[src/rtl/cpu_pkg.sv]
// Shared CPU pipeline definitions: default widths, ALU operation classes and
// the control bundle carried from ID into EX.
package cpu_pkg;

   localparam int DATA_W_DEF = 32;
   localparam int REG_AW_DEF = 5;
   localparam int CNT_W_DEF  = 16;

   typedef enum logic [1:0] {
      ALU_OP_ADD   = 2'b00,
      ALU_OP_SUB   = 2'b01,
      ALU_OP_FUNCT = 2'b10,
      ALU_OP_IMM   = 2'b11
   } alu_op_e;

   typedef struct packed {
      logic    valid;
      logic    alu_src;
      logic    mem_read;
      logic    mem_write;
      logic    mem_to_reg;
      logic    reg_write;
      alu_op_e alu_op;
   } id_ex_ctrl_t;

   localparam id_ex_ctrl_t CTRL_BUBBLE = '{
      valid:      1'b0,
      alu_src:    1'b0,
      mem_read:   1'b0,
      mem_write:  1'b0,
      mem_to_reg: 1'b0,
      reg_write:  1'b0,
      alu_op:     ALU_OP_ADD
   };

endpackage

[src/rtl/hazard_detection_unit.sv]
// Load-use hazard detector: a load in EX whose destination is read by the
// valid instruction in ID. Register $0 never creates a dependency.
module hazard_detection_unit
   import cpu_pkg::*;
#(
   parameter int REG_AW = REG_AW_DEF
) (
   input  logic              ex_valid_i,
   input  logic              ex_mem_read_i,
   input  logic [REG_AW-1:0] ex_write_addr_i,
   input  logic              id_valid_i,
   input  logic [REG_AW-1:0] id_rs_addr_i,
   input  logic [REG_AW-1:0] id_rt_addr_i,
   output logic              hazard_o
);

   assign hazard_o = ex_valid_i & ex_mem_read_i & (ex_write_addr_i != '0) &
                     id_valid_i &
                     ((ex_write_addr_i == id_rs_addr_i) |
                      (ex_write_addr_i == id_rt_addr_i));

endmodule

[src/rtl/id_ex_stage.sv]
// ID/EX pipeline register with load-use bubble insertion, flush, downstream
// hold and a saturating count of hazard bubbles.
module id_ex_stage
   import cpu_pkg::*;
#(
   parameter int DATA_W = DATA_W_DEF,
   parameter int REG_AW = REG_AW_DEF,
   parameter int CNT_W  = CNT_W_DEF
) (
   input  logic              clk_i,
   input  logic              rst_i,

   input  logic              id_valid_i,
   input  logic              id_RegDst_i,
   input  logic              id_ALUSrc_i,
   input  logic              id_MemRead_i,
   input  logic              id_MemWrite_i,
   input  logic              id_MemtoReg_i,
   input  logic              id_RegWrite_i,
   input  logic [1:0]        id_ALUOp_i,
   input  logic [REG_AW-1:0] id_RsAddr_i,
   input  logic [REG_AW-1:0] id_RtAddr_i,
   input  logic [REG_AW-1:0] id_RdAddr_i,
   input  logic [DATA_W-1:0] id_RsData_i,
   input  logic [DATA_W-1:0] id_RtData_i,
   input  logic [DATA_W-1:0] id_Imm_i,
   input  logic              flush_i,
   input  logic              hold_i,

   output logic              stall_o,
   output logic              ex_valid_o,
   output logic              ex_ALUSrc_o,
   output logic              ex_MemRead_o,
   output logic              ex_MemWrite_o,
   output logic              ex_MemtoReg_o,
   output logic              ex_RegWrite_o,
   output logic [1:0]        ex_ALUOp_o,
   output logic [REG_AW-1:0] ex_RsAddr_o,
   output logic [REG_AW-1:0] ex_RtAddr_o,
   output logic [REG_AW-1:0] ex_WriteAddr_o,
   output logic [DATA_W-1:0] ex_RsData_o,
   output logic [DATA_W-1:0] ex_RtData_o,
   output logic [DATA_W-1:0] ex_Imm_o,
   output logic [CNT_W-1:0]  bubble_cnt_o
);

   id_ex_ctrl_t       ctrl_q,       ctrl_d;
   logic [REG_AW-1:0] rs_addr_q,    rs_addr_d;
   logic [REG_AW-1:0] rt_addr_q,    rt_addr_d;
   logic [REG_AW-1:0] write_addr_q, write_addr_d;
   logic [DATA_W-1:0] rs_data_q,    rs_data_d;
   logic [DATA_W-1:0] rt_data_q,    rt_data_d;
   logic [DATA_W-1:0] imm_q,        imm_d;
   logic [CNT_W-1:0]  bubble_cnt_q, bubble_cnt_d;
   logic              hazard;

   hazard_detection_unit #(.REG_AW(REG_AW)) u_hazard (
      .ex_valid_i      (ctrl_q.valid),
      .ex_mem_read_i   (ctrl_q.mem_read),
      .ex_write_addr_i (write_addr_q),
      .id_valid_i      (id_valid_i),
      .id_rs_addr_i    (id_RsAddr_i),
      .id_rt_addr_i    (id_RtAddr_i),
      .hazard_o        (hazard)
   );

   // A flush kills the dependent instruction anyway, so it needs no stall.
   assign stall_o = hold_i | (hazard & ~flush_i);

   always_comb begin
      // NOTE: every _d gets its hold value first so no path can infer a latch.
      ctrl_d       = ctrl_q;
      rs_addr_d    = rs_addr_q;
      rt_addr_d    = rt_addr_q;
      write_addr_d = write_addr_q;
      rs_data_d    = rs_data_q;
      rt_data_d    = rt_data_q;
      imm_d        = imm_q;
      bubble_cnt_d = bubble_cnt_q;

      if (!hold_i) begin
         if (flush_i || hazard) begin
            ctrl_d       = CTRL_BUBBLE;
            rs_addr_d    = '0;
            rt_addr_d    = '0;
            write_addr_d = '0;
            rs_data_d    = '0;
            rt_data_d    = '0;
            imm_d        = '0;
            if (hazard && !flush_i && (bubble_cnt_q != '1)) begin
               bubble_cnt_d = bubble_cnt_q + CNT_W'(1);
            end
         end else begin
            ctrl_d.valid      = id_valid_i;
            ctrl_d.alu_src    = id_valid_i & id_ALUSrc_i;
            ctrl_d.mem_read   = id_valid_i & id_MemRead_i;
            ctrl_d.mem_write  = id_valid_i & id_MemWrite_i;
            ctrl_d.mem_to_reg = id_valid_i & id_MemtoReg_i;
            ctrl_d.reg_write  = id_valid_i & id_RegWrite_i;
            ctrl_d.alu_op     = id_valid_i ? alu_op_e'(id_ALUOp_i) : ALU_OP_ADD;
            rs_addr_d         = id_RsAddr_i;
            rt_addr_d         = id_RtAddr_i;
            write_addr_d      = id_RegDst_i ? id_RdAddr_i : id_RtAddr_i;
            rs_data_d         = id_RsData_i;
            rt_data_d         = id_RtData_i;
            imm_d             = id_Imm_i;
         end
      end
   end

   // NOTE: state registers use non-blocking assignments so all flops sample together.
   always_ff @(posedge clk_i) begin
      if (rst_i) begin
         ctrl_q       <= CTRL_BUBBLE;
         rs_addr_q    <= '0;
         rt_addr_q    <= '0;
         write_addr_q <= '0;
         rs_data_q    <= '0;
         rt_data_q    <= '0;
         imm_q        <= '0;
         bubble_cnt_q <= '0;
      end else begin
         ctrl_q       <= ctrl_d;
         rs_addr_q    <= rs_addr_d;
         rt_addr_q    <= rt_addr_d;
         write_addr_q <= write_addr_d;
         rs_data_q    <= rs_data_d;
         rt_data_q    <= rt_data_d;
         imm_q        <= imm_d;
         bubble_cnt_q <= bubble_cnt_d;
      end
   end

   assign ex_valid_o     = ctrl_q.valid;
   assign ex_ALUSrc_o    = ctrl_q.alu_src;
   assign ex_MemRead_o   = ctrl_q.mem_read;
   assign ex_MemWrite_o  = ctrl_q.mem_write;
   assign ex_MemtoReg_o  = ctrl_q.mem_to_reg;
   assign ex_RegWrite_o  = ctrl_q.reg_write;
   assign ex_ALUOp_o     = ctrl_q.alu_op;
   assign ex_RsAddr_o    = rs_addr_q;
   assign ex_RtAddr_o    = rt_addr_q;
   assign ex_WriteAddr_o = write_addr_q;
   assign ex_RsData_o    = rs_data_q;
   assign ex_RtData_o    = rt_data_q;
   assign ex_Imm_o       = imm_q;
   assign bubble_cnt_o   = bubble_cnt_q;

endmodule

[config.mk]
export PLATFORM = sky130hd
export DESIGN_NAME = id_ex_stage
export DESIGN_NICKNAME = d
export VERILOG_FILES = /design/src/rtl/cpu_pkg.sv /design/src/rtl/hazard_detection_unit.sv /design/src/rtl/id_ex_stage.sv
export SDC_FILE = /design/constraint.sdc
export NUM_CORES = 1
export LEC_CHECK = 0
export BUFFER_PORTS_ARGS = -buffer_cell sky130_fd_sc_hd__clkbuf_2
export CAP_MARGIN = 20
export CORE_MARGIN = 5
export CORE_UTILIZATION = 30
export CTS_BUF_LIST = sky130_fd_sc_hd__clkbuf_16
export DETAILED_ROUTE_END_ITERATION = 7
export MAX_ROUTING_LAYER = met4
export PLACE_DENSITY = 0.62
export SLEW_MARGIN = 20
export SYNTH_ARGS = -nofsm -noshare
export SYNTH_HDL_FRONTEND = slang
export SYNTH_HIERARCHICAL = 1
export SYNTH_SLANG_ARGS = --single-unit
[constraint.sdc]
create_clock -name clk_i -period 4.1 [get_ports clk_i]
set_input_delay 0.205 -clock clk_i [delete_from_list [all_inputs] [get_ports clk_i]]
set_output_delay 0.205 -clock clk_i [all_outputs]
set_load 0.005 [all_outputs]
== Word-level counts from Yosys, hierarchy flattened ==
Cells that the tools add are included.

* Reductions and logical operators: 6
* $add $sub $neg: 1
* Bitwise logic cells: 14
* Equality and inequality tests: 3
* Mux-type cells: 9

{| class="wikitable"
|+ Operators with widths
! kind !! count
|-
| 32-bit 2-to-1 mux || 3
|-
| 5-bit 2-to-1 mux || 4
|-
| 16-bit by 1-bit adder with 16-bit output, second input constant || 1
|-
| 16-bit != test, second input constant || 1
|-
| 1-bit AND || 10
|-
| 5-bit equality test || 2
|-
| 8-bit 2-to-1 mux || 1
|-
| 5-bit nonzero test || 1
|-
| 3-bit AND reduction || 1
|-
| 1-bit logical AND || 2
|-
| 2-bit 2-to-1 mux || 1
|-
| 1-bit NOT || 2
|-
| 1-bit bitwise OR || 2
|-
| 1-bit logical NOT || 1
|-
| 1-bit logical OR || 1
|}

* Flip-flop bits (word level): 135
* Logic and storage cells: 47
* Input bits: 124
* Output and inout port bits: 136

== Depth between registers and ports, before layout ==
Gate-level depths: netlist (run 1).

* Depth in word-level cells: 7
* Mapped depth: 9
* Mapped depth without buffers: 8

== By module ==
The synthesis (run 1) kept the hierarchy.

{| class="wikitable"
|+ By module, submodules not included
! module !! times used !! cells an instance !! area an instance (um^2) !! seq. area each (um^2)
|-
| id_ex_stage || 1 || 504 || 4817.1 || 2702.6
|-
| hazard_detection_unit || 1 || 17 || 128.9 || 0.0
|}

== Worst setup path after synthesis (run 1) ==
OpenSTA, ideal clock, no wires.

* Path type: reg2reg
* From: register write_addr_q[2], in the netlist ex_WriteAddr_o[2]
* To: register bubble_cnt_q[15], in the netlist bubble_cnt_o[15]
* Data required time: 4.030 ns
* Setup time: 0.070 ns
* Stages on the path, launching flop included: 9
* Period minus slack after synthesis: 2.150 ns
* Buffers on the path: 0
* Path slack: 1.950 ns
* Data arrival time: 2.080 ns
* Cells stage by stage: dfxtp_1 xor2_1 nor3_1 nand3_1 a21oi_1 nor3b_4 nand4_4 or4_1 a21oi_1

* Word-level cells in the longest chain between the ends: 7
* Elaborated cells on any way between the ends: 11
* Those cells by class: 2 x eq/ne; 4 x bitwise; 5 x reduce/logical

{| class="wikitable"
|+ RTL lines
! item !! line !! RTL
|-
| start, declared || id_ex_stage.sv:50 || <nowiki>logic [REG_AW-1:0] write_addr_q, write_addr_d;</nowiki>
|-
| start signal, assigned || id_ex_stage.sv:126 || <nowiki>write_addr_q <= write_addr_d;</nowiki>
|-
| 5-bit nonzero test || hazard_detection_unit.sv:17 || <nowiki>assign hazard_o = ex_valid_i & ex_mem_read_i & (ex_write_addr_i != '0) &</nowiki>
|-
| 1-bit AND (2 in a row) || hazard_detection_unit.sv:17 ||
|-
| 1-bit AND (*) || hazard_detection_unit.sv:18 || <nowiki>id_valid_i &</nowiki>
|-
| net hazard || id_ex_stage.sv:55 || <nowiki>logic hazard;</nowiki>
|-
| 1-bit logical AND (2 in a row) || id_ex_stage.sv:90 || <nowiki>if (hazard && !flush_i && (bubble_cnt_q != '1)) begin</nowiki>
|-
| 3-bit AND reduction (no line) (*) || -- ||
|-
| end signal, assigned || id_ex_stage.sv:130 || <nowiki>bubble_cnt_q <= bubble_cnt_d;</nowiki>
|-
| end, declared || id_ex_stage.sv:54 || <nowiki>logic [CNT_W-1:0] bubble_cnt_q, bubble_cnt_d;</nowiki>
|}

Mark *: on every way through the listed nets, which the timed path passes. The rest lies on a longest branch.
A chain may end at the register's enable or synchronous reset.

== Worst setup path after layout (run 1) ==
* From: register write_addr_q[2], in the netlist ex_WriteAddr_o[2]
* To: register bubble_cnt_q[12], in the netlist bubble_cnt_o[12]

The elaborated chain is that of the path after synthesis.

==> run_results.csv, run 1 <==
group,metric,value,unit
sta,clock_skew,0.0120,ns
place,gp_congestion,0.830,
sta,drv_slew,0,
logic_synthesis,synth_ff_type,"dfxtp_1",
sta,finalCritPeriodShare,61.6,%
critical_path,path_max_fanout,6,
sta,rsz0062_at_grt,"false",
clock_tree,numCtsBuffers,17,
power_and_ir_drop,p_int,2.49,mW
power_and_ir_drop,ir_drop,300,µV
clock_tree,htree_levels,4,
place,dp_cells,962,
min_path,hold_class,"in2reg",
critical_path,crit_path_max_incr_delay,0.45,ns
critical_path,crit_path_end_kind,"flip-flop",
power_and_ir_drop,power_leakage,3.16,nW
clock_tree,cts_hold_buf,0,
route,wl_per_cell,15.3,µm
die,fp.dieH,138,µm
sta,relSlewSlack,35.7,%
die,die_width,138,µm
sta,final_hold_viol_count,0,
global_routing,antenna_found_initial,0,
place,io_buffers,259,
critical_path,critPathLaunchType,"flip-flop",
place,detailed_place_hpwl,10500,µm
critical_path,crit_top_cell,"a21oi_1",
critical_path,critPathSlowestCell,"or4_1",
clock_tree,root_buffer,"clkbuf_16",
place,dpl_worst_slack,1.53,ns
global_routing,grt_usage,15.7,%
power_and_ir_drop,power.total,3.22,mW
die,core-area,16400,µm²
logic_synthesis,syn_area_per_cell,9.49,µm²
route,firstDrtPassIters,4,
critical_path,rr_startpoint,"ex_WriteAddr_o[2]$_SDFFE_PP0N_",
clock_tree,ctsLongestPathBuffers,2,
critical_path,r2r_slack,1.57,ns
route,viasPerCell,4.85,
logic_synthesis,netlist.top_cell.by_area,"dfxtp_1",
power_and_ir_drop,seqPwrFrac,42.9,%
critical_path,r2r_cells,8,
place,placed_area,6380,µm²
sta,finalSetupTns,0,ns
final_layout,design_area,6990,µm²
clock_tree,clock_latency,0.41,ns
logic_synthesis,yosys_warnings,6,
global_routing,grt_pass1_wl,24300,µm
logic_synthesis,synth-edff-count,0,
route,via_count,4812,
critical_path,rr_endpoint,"bubble_cnt_o[12]$_SDFFE_PP0P_",
final_layout,syn2layout_area_growth,41.4,%
power_and_ir_drop,power.density,460,nW/µm²
power_and_ir_drop,p_sw_share,22.7,%
sta,worst_pin_slew,0.956,ns
job,cap_viol_max_count,0,
route,ant_nets,0,
sta,fmax,396,MHz
final_layout,postLayoutCoreUtil,42.6,%
final_layout,n_antenna_cell,0,
sta,setup_viol,0,
power_and_ir_drop,p_clk_share,49.1,%
final_layout,drive_gt1_share,39.3,%
logic_synthesis,yosysUniqueCellTypes,32,
logic_synthesis,yosysSeqAreaShare,54.6,%
route,wirelength,15200,µm
power_and_ir_drop,p_comb_share,8.0,%
critical_path,cp.arrival,2.86,ns
critical_path,cp.required,4.44,ns
clock_tree,cts_setup_buffers,0,
logic_synthesis,synthTopCellsByCount,"dfxtp_1, nor2_1, a22oi_1",
clock_tree,clkTransAtPathRegs,0.06,ns
logic_synthesis,synth-async-reset-ratio,0,%
final_layout,final_nets,886,
outcome,status,"finished clean",
route,post-route-drc-count,0,
die,start_util,30.1,%
die,row_count,47,
critical_path,crit_path_start,"ex_WriteAddr_o[2]$_SDFFE_PP0N_",
logic_synthesis,syn_inst,521,
critical_path,crit_end,"bubble_cnt_o[12]$_SDFFE_PP0P_",
sta,whs,0.0268,ns
global_routing,grt_max_degree,71,
clock_tree,cts_resized,0,
logic_synthesis,synth_area_leaders,"dfxtp_1, a22oi_1, nor2_1, clkbuf_1, a21oi_1",
logic_synthesis,synth_nets,646,
clock_tree,numClockSinks,135,
sta,fin_crit,2.53,ns
die,ios,260,
critical_path,cp_cell_sequence,"xor2_1 > nor3_1 > nand3_1 > a21oi_1 > nor3b_4 > nand4_1 > or4_1 > a21oi_1",
global_routing,grt_overflow,0,
logic_synthesis,synth.top_cell.area_share,54.6,%
final_layout,final_cells,993,
route,drtIter0Drc,246,
critical_path,criticalPathCategory,"reg2reg",
clock_tree,cts_tree,"done",
global_routing,grt_pass1_vias,4551,
power_and_ir_drop,power.switching,731,µW
sta,setup_slack,1.57,ns
logic_synthesis,synth_most_common_cell,"dfxtp_1",
logic_synthesis,ys_ff_latch,135,
logic_synthesis,netlist_area,4950,µm²
die,die-area,19200,µm²
==> area by class of cell <==
class	instances	area, µm²
clock inverters	14	184
multi-input cells	339	2050
well taps	220	275
inverters	3	11.3
flip-flops and latches	135	2700
fillers	1662	9410
repair buffers	265	1350
clock buffers	17	425
==> sequential cells by signal, indices dropped and copies added (netlist names) <==
name,flops
ex_Imm_o,32
ex_RsData_o,32
ex_RtData_o,32
bubble_cnt_o,16
ex_RsAddr_o,5
ex_RtAddr_o,5
ex_WriteAddr_o,5
ex_ALUOp_o,2
ex_ALUSrc_o,1
ex_MemRead_o,1
ex_MemWrite_o,1
ex_MemtoReg_o,1
ex_RegWrite_o,1
ex_valid_o,1
==> worst min-delay path by stage <==
stage	from	endpoint	cells past startpoint
after global placement	id_RtData_i[23]	ex_RtData_o[23]$_SDFFE_PP0N_	3
final	id_RtData_i[16]	ex_RtData_o[16]$_SDFFE_PP0N_	3
after global routing	id_RsData_i[8]	ex_RsData_o[8]$_SDFFE_PP0N_	3
after detailed placement	id_Imm_i[19]	ex_Imm_o[19]$_SDFFE_PP0N_	3
after CTS	id_RtData_i[28]	ex_RtData_o[28]$_SDFFE_PP0N_	3
after floorplan	id_ALUOp_i[0]	ex_ALUOp_o[0]$_SDFFE_PP0N_	2
==> power by group through the flow <==
stage | registers (mW) | logic [mW] | clock network, mW
after detailed placement | 1.41 | 0.261 | 0
after CTS | 1.38 | 0.262 | 1.63
after global routing | 1.39 | 0.285 | 1.69
after floorplan | 1.41 | 0.121 | 0
final | 1.38 | 0.257 | 1.58
after global placement | 1.41 | 0.260 | 0
==> metal layers <==
layer	GRT usage, %	vias to the layer above	part of all wire (%)
met5	-	-	0
met4	4.94	0	1.6
met3	5.49	16	7.3
met2	23.3	184	45
met1	20.3	2231	46
li1	-	2381	-
==> layout by cell type (no fill, tap or decap), drive strengths merged, types with 5 or more instances in the layout <==
| master | count |
|---|---|
| clkbuf | 274 |
| dfxtp | 135 |
| nor2 | 121 |
| a22oi | 118 |
| a21oi | 18 |
| o31ai | 12 |
| or4 | 11 |
| buf | 8 |
| nand3 | 7 |
| nand2 | 6 |
| xor2 | 6 |
| nand4 | 6 |
| clkinv | 6 |
| or3 | 5 |
| mux2 | 5 |
| inv | 5 |
| nor3 | 5 |
==> critical path: cells and delay by family (launching register included) <==
kind            cells  cell delay [ns]
compound gates      2             0.52
xor+xnor            1             0.17
flops               1             0.35
simple gates        5             1.41
==> cells by family after synthesis <==
| family | after synthesis | share of synthesized area, % |
|---|---|---|
| AND/OR/NAND/NOR | 169 | 15.9 |
| AO/OA/AOI/OAI | 154 | 22.3 |
| flip-flops | 135 | 54.6 |
| buffers and inverters | 47 | 4.02 |
| XOR/XNOR | 10 | 1.77 |
| multiplexers | 5 | 1.14 |
| adder cells (fa/ha/maj) | 1 | 0.253 |
Power figures use the tool's default switching activity.
==> run 2, diff against run 1 <==
Settings changed: ABC_AREA from default to 1, PLACE_DENSITY 0.62 to 0.63.
Clock period 4.1 ns to 2.2 ns, I/O delays scaled along.
==> run 2 against run 1 <==
Net effect: cell count is 33% higher; worst hold slack better by 0.042 ns; highest routed layer unchanged; global-route usage rose by 2.1 points; final area rose by 22%.
==> run_results.csv, run 2 <==
group,metric,value,unit
logic_synthesis,synth_nets,843,
critical_path,critPathSlowestCell,"dfxtp_1",
sta,rsz0062_at_grt,"false",
route,wirelength,18000,µm
logic_synthesis,netlist_area,5260,µm²
critical_path,crit_path_max_incr_delay,0.41,ns
die,die_width,142,µm
place,dp_cells,1171,
logic_synthesis,yosys_warnings,6,
logic_synthesis,yosysSeqAreaShare,51.4,%
route,via_count,5935,
final_layout,final_nets,1203,
clock_tree,numCtsBuffers,17,
critical_path,r2r_cells,13,
final_layout,num-fill-cells,1644,
die,fp.dieH,142,µm
sta,setup_viol,0,
power_and_ir_drop,ir_drop,480,µV
die,die-area,20300,µm²
critical_path,path_max_fanout,7,
route,viasPerCell,4.51,
final_layout,drive_gt1_share,29.5,%
min_path,holdPathStages,3,
sta,final_hold_viol_count,0,
sta,fin_crit,1.91,ns
clock_tree,numClockSinks,135,
logic_synthesis,synth-edff-count,0,
route,ant_nets,0,
global_routing,antenna_found_initial,0,
logic_synthesis,synth_area_leaders,"dfxtp_1, nand2_1, a21oi_1, nor2_1, inv_1",
clock_tree,cts_tree,"done",
sta,clock_skew,0.00971,ns
die,ios,260,
final_layout,regArea,2710,µm²
critical_path,criticalPathCategory,"reg2reg",
global_routing,grt_max_degree,82,
logic_synthesis,netlist.top_cell.by_area,"dfxtp_1",
logic_synthesis,syn_inst,718,
critical_path,cp_cell_sequence,"inv_1 > nand2_1 > nand2_1 > nor2_1 > nand3_1 > a21oi_2 > nand2_1 > nor2_2 > inv_2 > nor2_4 > buf_4 > nand2_1 > a21oi_1",
final_layout,postLayoutCoreUtil,49.5,%
power_and_ir_drop,power_leakage,3.82,nW
global_routing,grt_pass1_wl,28600,µm
sta,whs,0.0685,ns
logic_synthesis,synth_most_common_cell,"nand2_1",
logic_synthesis,synth.top_cell.area_share,51.4,%
place,detailed_place_hpwl,11800,µm
global_routing,grt_usage,17.9,%
final_layout,layout_commonest_cell,"nand2_1",
critical_path,crit_top_cell,"nand2_1",
critical_path,cp.arrival,2.25,ns
critical_path,crit_path_end_kind,"flip-flop",
logic_synthesis,ys_ff_latch,135,
clock_tree,htree_levels,4,
place,gp_congestion,0.797,
critical_path,cp.required,2.53,ns
global_routing,grt_pass1_vias,5954,
route,post-route-drc-count,0,
final_layout,final_cells,1317,
final_layout,multi_input_area,2270,µm²
sta,relSlewSlack,42.7,%
clock_tree,cts_setup_buffers,0,
global_routing,grt_overflow,0,
job,cap_viol_max_count,0,
die,row_count,48,
sta,fmax,523,MHz
place,io_buffers,259,
logic_synthesis,synthTopCellsByCount,"nand2_1, dfxtp_1, a21oi_1",
power_and_ir_drop,power.density,720,nW/µm²
sta,finalSetupTns,0,ns
logic_synthesis,yosysUniqueCellTypes,26,
final_layout,syn2layout_area_growth,62.5,%
route,drtIter0Drc,299,
clock_tree,root_buffer,"clkbuf_16",
clock_tree,clkTransAtPathRegs,0.06,ns
sta,finalCritPeriodShare,86.9,%
logic_synthesis,synth-async-reset-ratio,0,%
sta,worst_pin_slew,0.859,ns
clock_tree,ctsLongestPathBuffers,2,
route,firstDrtPassIters,4,
final_layout,final_cell_mix,"nand2_1, clkbuf_2, dfxtp_1",
outcome,status,"finished clean",
logic_synthesis,synth_ff_type,"dfxtp_1",
route,wl_per_cell,13.7,µm
sta,drv_slew,0,
power_and_ir_drop,power.total,6.15,mW
logic_synthesis,syn_area_per_cell,7.32,µm²
die,core-area,17200,µm²
die,start_util,30.5,%
min_path,hold_class,"in2reg",
critical_path,critPathLaunchType,"flip-flop",
clock_tree,clock_latency,0.41,ns
run 2: cell types whose count changed after synthesis, moves of 9 or more:
cell / change
nand2_1: +291
nand3_1: +12
a21oi_1: +111
o31ai_1: -12
nor2_1: -89
clkbuf_1: -9
a22oi_1: -118
inv_1: +23
or4_1: -11
run 2: where the power goes:
group          leakage [nW]  switching, mW  internal (mW)  total, mW
combinational          2.43          0.309          0.355      0.664
clock                 0.290           1.13           1.79       2.91
sequential             1.10         0.0457           2.53       2.57
total                  3.82           1.48           4.67       6.15
run 2: through the flow:
| stage | setup slack [ns] | area (µm²) |
|---|---|---|
| final | 0.289 | 8540 |
| after global routing | 0.00423 | 8540 |
| after CTS | 0.127 | 8530 |
| after detailed placement | 0.148 | 6800 |
| after global placement | 0.231 | 6800 |
| after floorplan | 0.534 | 5260 |
run 2: area by class of cell:
cell class              count  share of cell area [%]
clock inverters            14                    2.02
repair buffers            383                    30.2
multi-input cells         513                    26.6
flip-flops and latches    135                    31.7
diodes                      2                  0.0586
well taps                 225                    3.30
inverters                  28                    1.23
clock buffers              17                    4.98
run 2: routing by layer:
metal | vias to the layer above | GRT usage, % | wire [µm]
met1 | 2672 | 20.1 | 7280
met5 | - | - | 0
met2 | 212 | 30.0 | 9030
met4 | 0 | 8.40 | 579
met3 | 42 | 4.23 | 1130
li1 | 3009 | - | -
run 2: timing repair:
item | in CTS | in global routing
resized for setup | 0 | 3
setup endpoints to repair | 0 | 9
hold endpoints to repair | 113 | 0
hold buffers | 113 | 0
run 2: logic make-up after synthesis:
logic type               synth area share (%)
AO/OA/AOI/OAI                            12.7
XOR/XNOR                                 1.33
adder cells (fa/ha/maj)                 0.238
buffers and inverters                    5.62
flip-flops                               51.4
multiplexers                             1.07
AND/OR/NAND/NOR                          27.6
run 2: worst paths after layout:
check                                 startpoint                           end  slack (ns)
hold reg to reg      ex_RsData_o[3]$_SDFFE_PP0N_   ex_RsData_o[3]$_SDFFE_PP0N_        0.46
hold / removal                        id_valid_i       ex_valid_o$_SDFFE_PP0N_        0.07
setup / recovery  ex_WriteAddr_o[0]$_SDFFE_PP0N_  bubble_cnt_o[2]$_SDFFE_PP0P_        0.29
setup reg to reg  ex_WriteAddr_o[0]$_SDFFE_PP0N_  bubble_cnt_o[2]$_SDFFE_PP0P_        0.29
run 2: worst max-delay path, delay by kind of cell, from the launching register on:
family | cells | cell delay (ns)
AOI/OAI and AO/OA | 2 | 0.28
buffers and inverters | 3 | 0.33
DFF | 1 | 0.41
and+or+nand+nor | 8 | 0.83
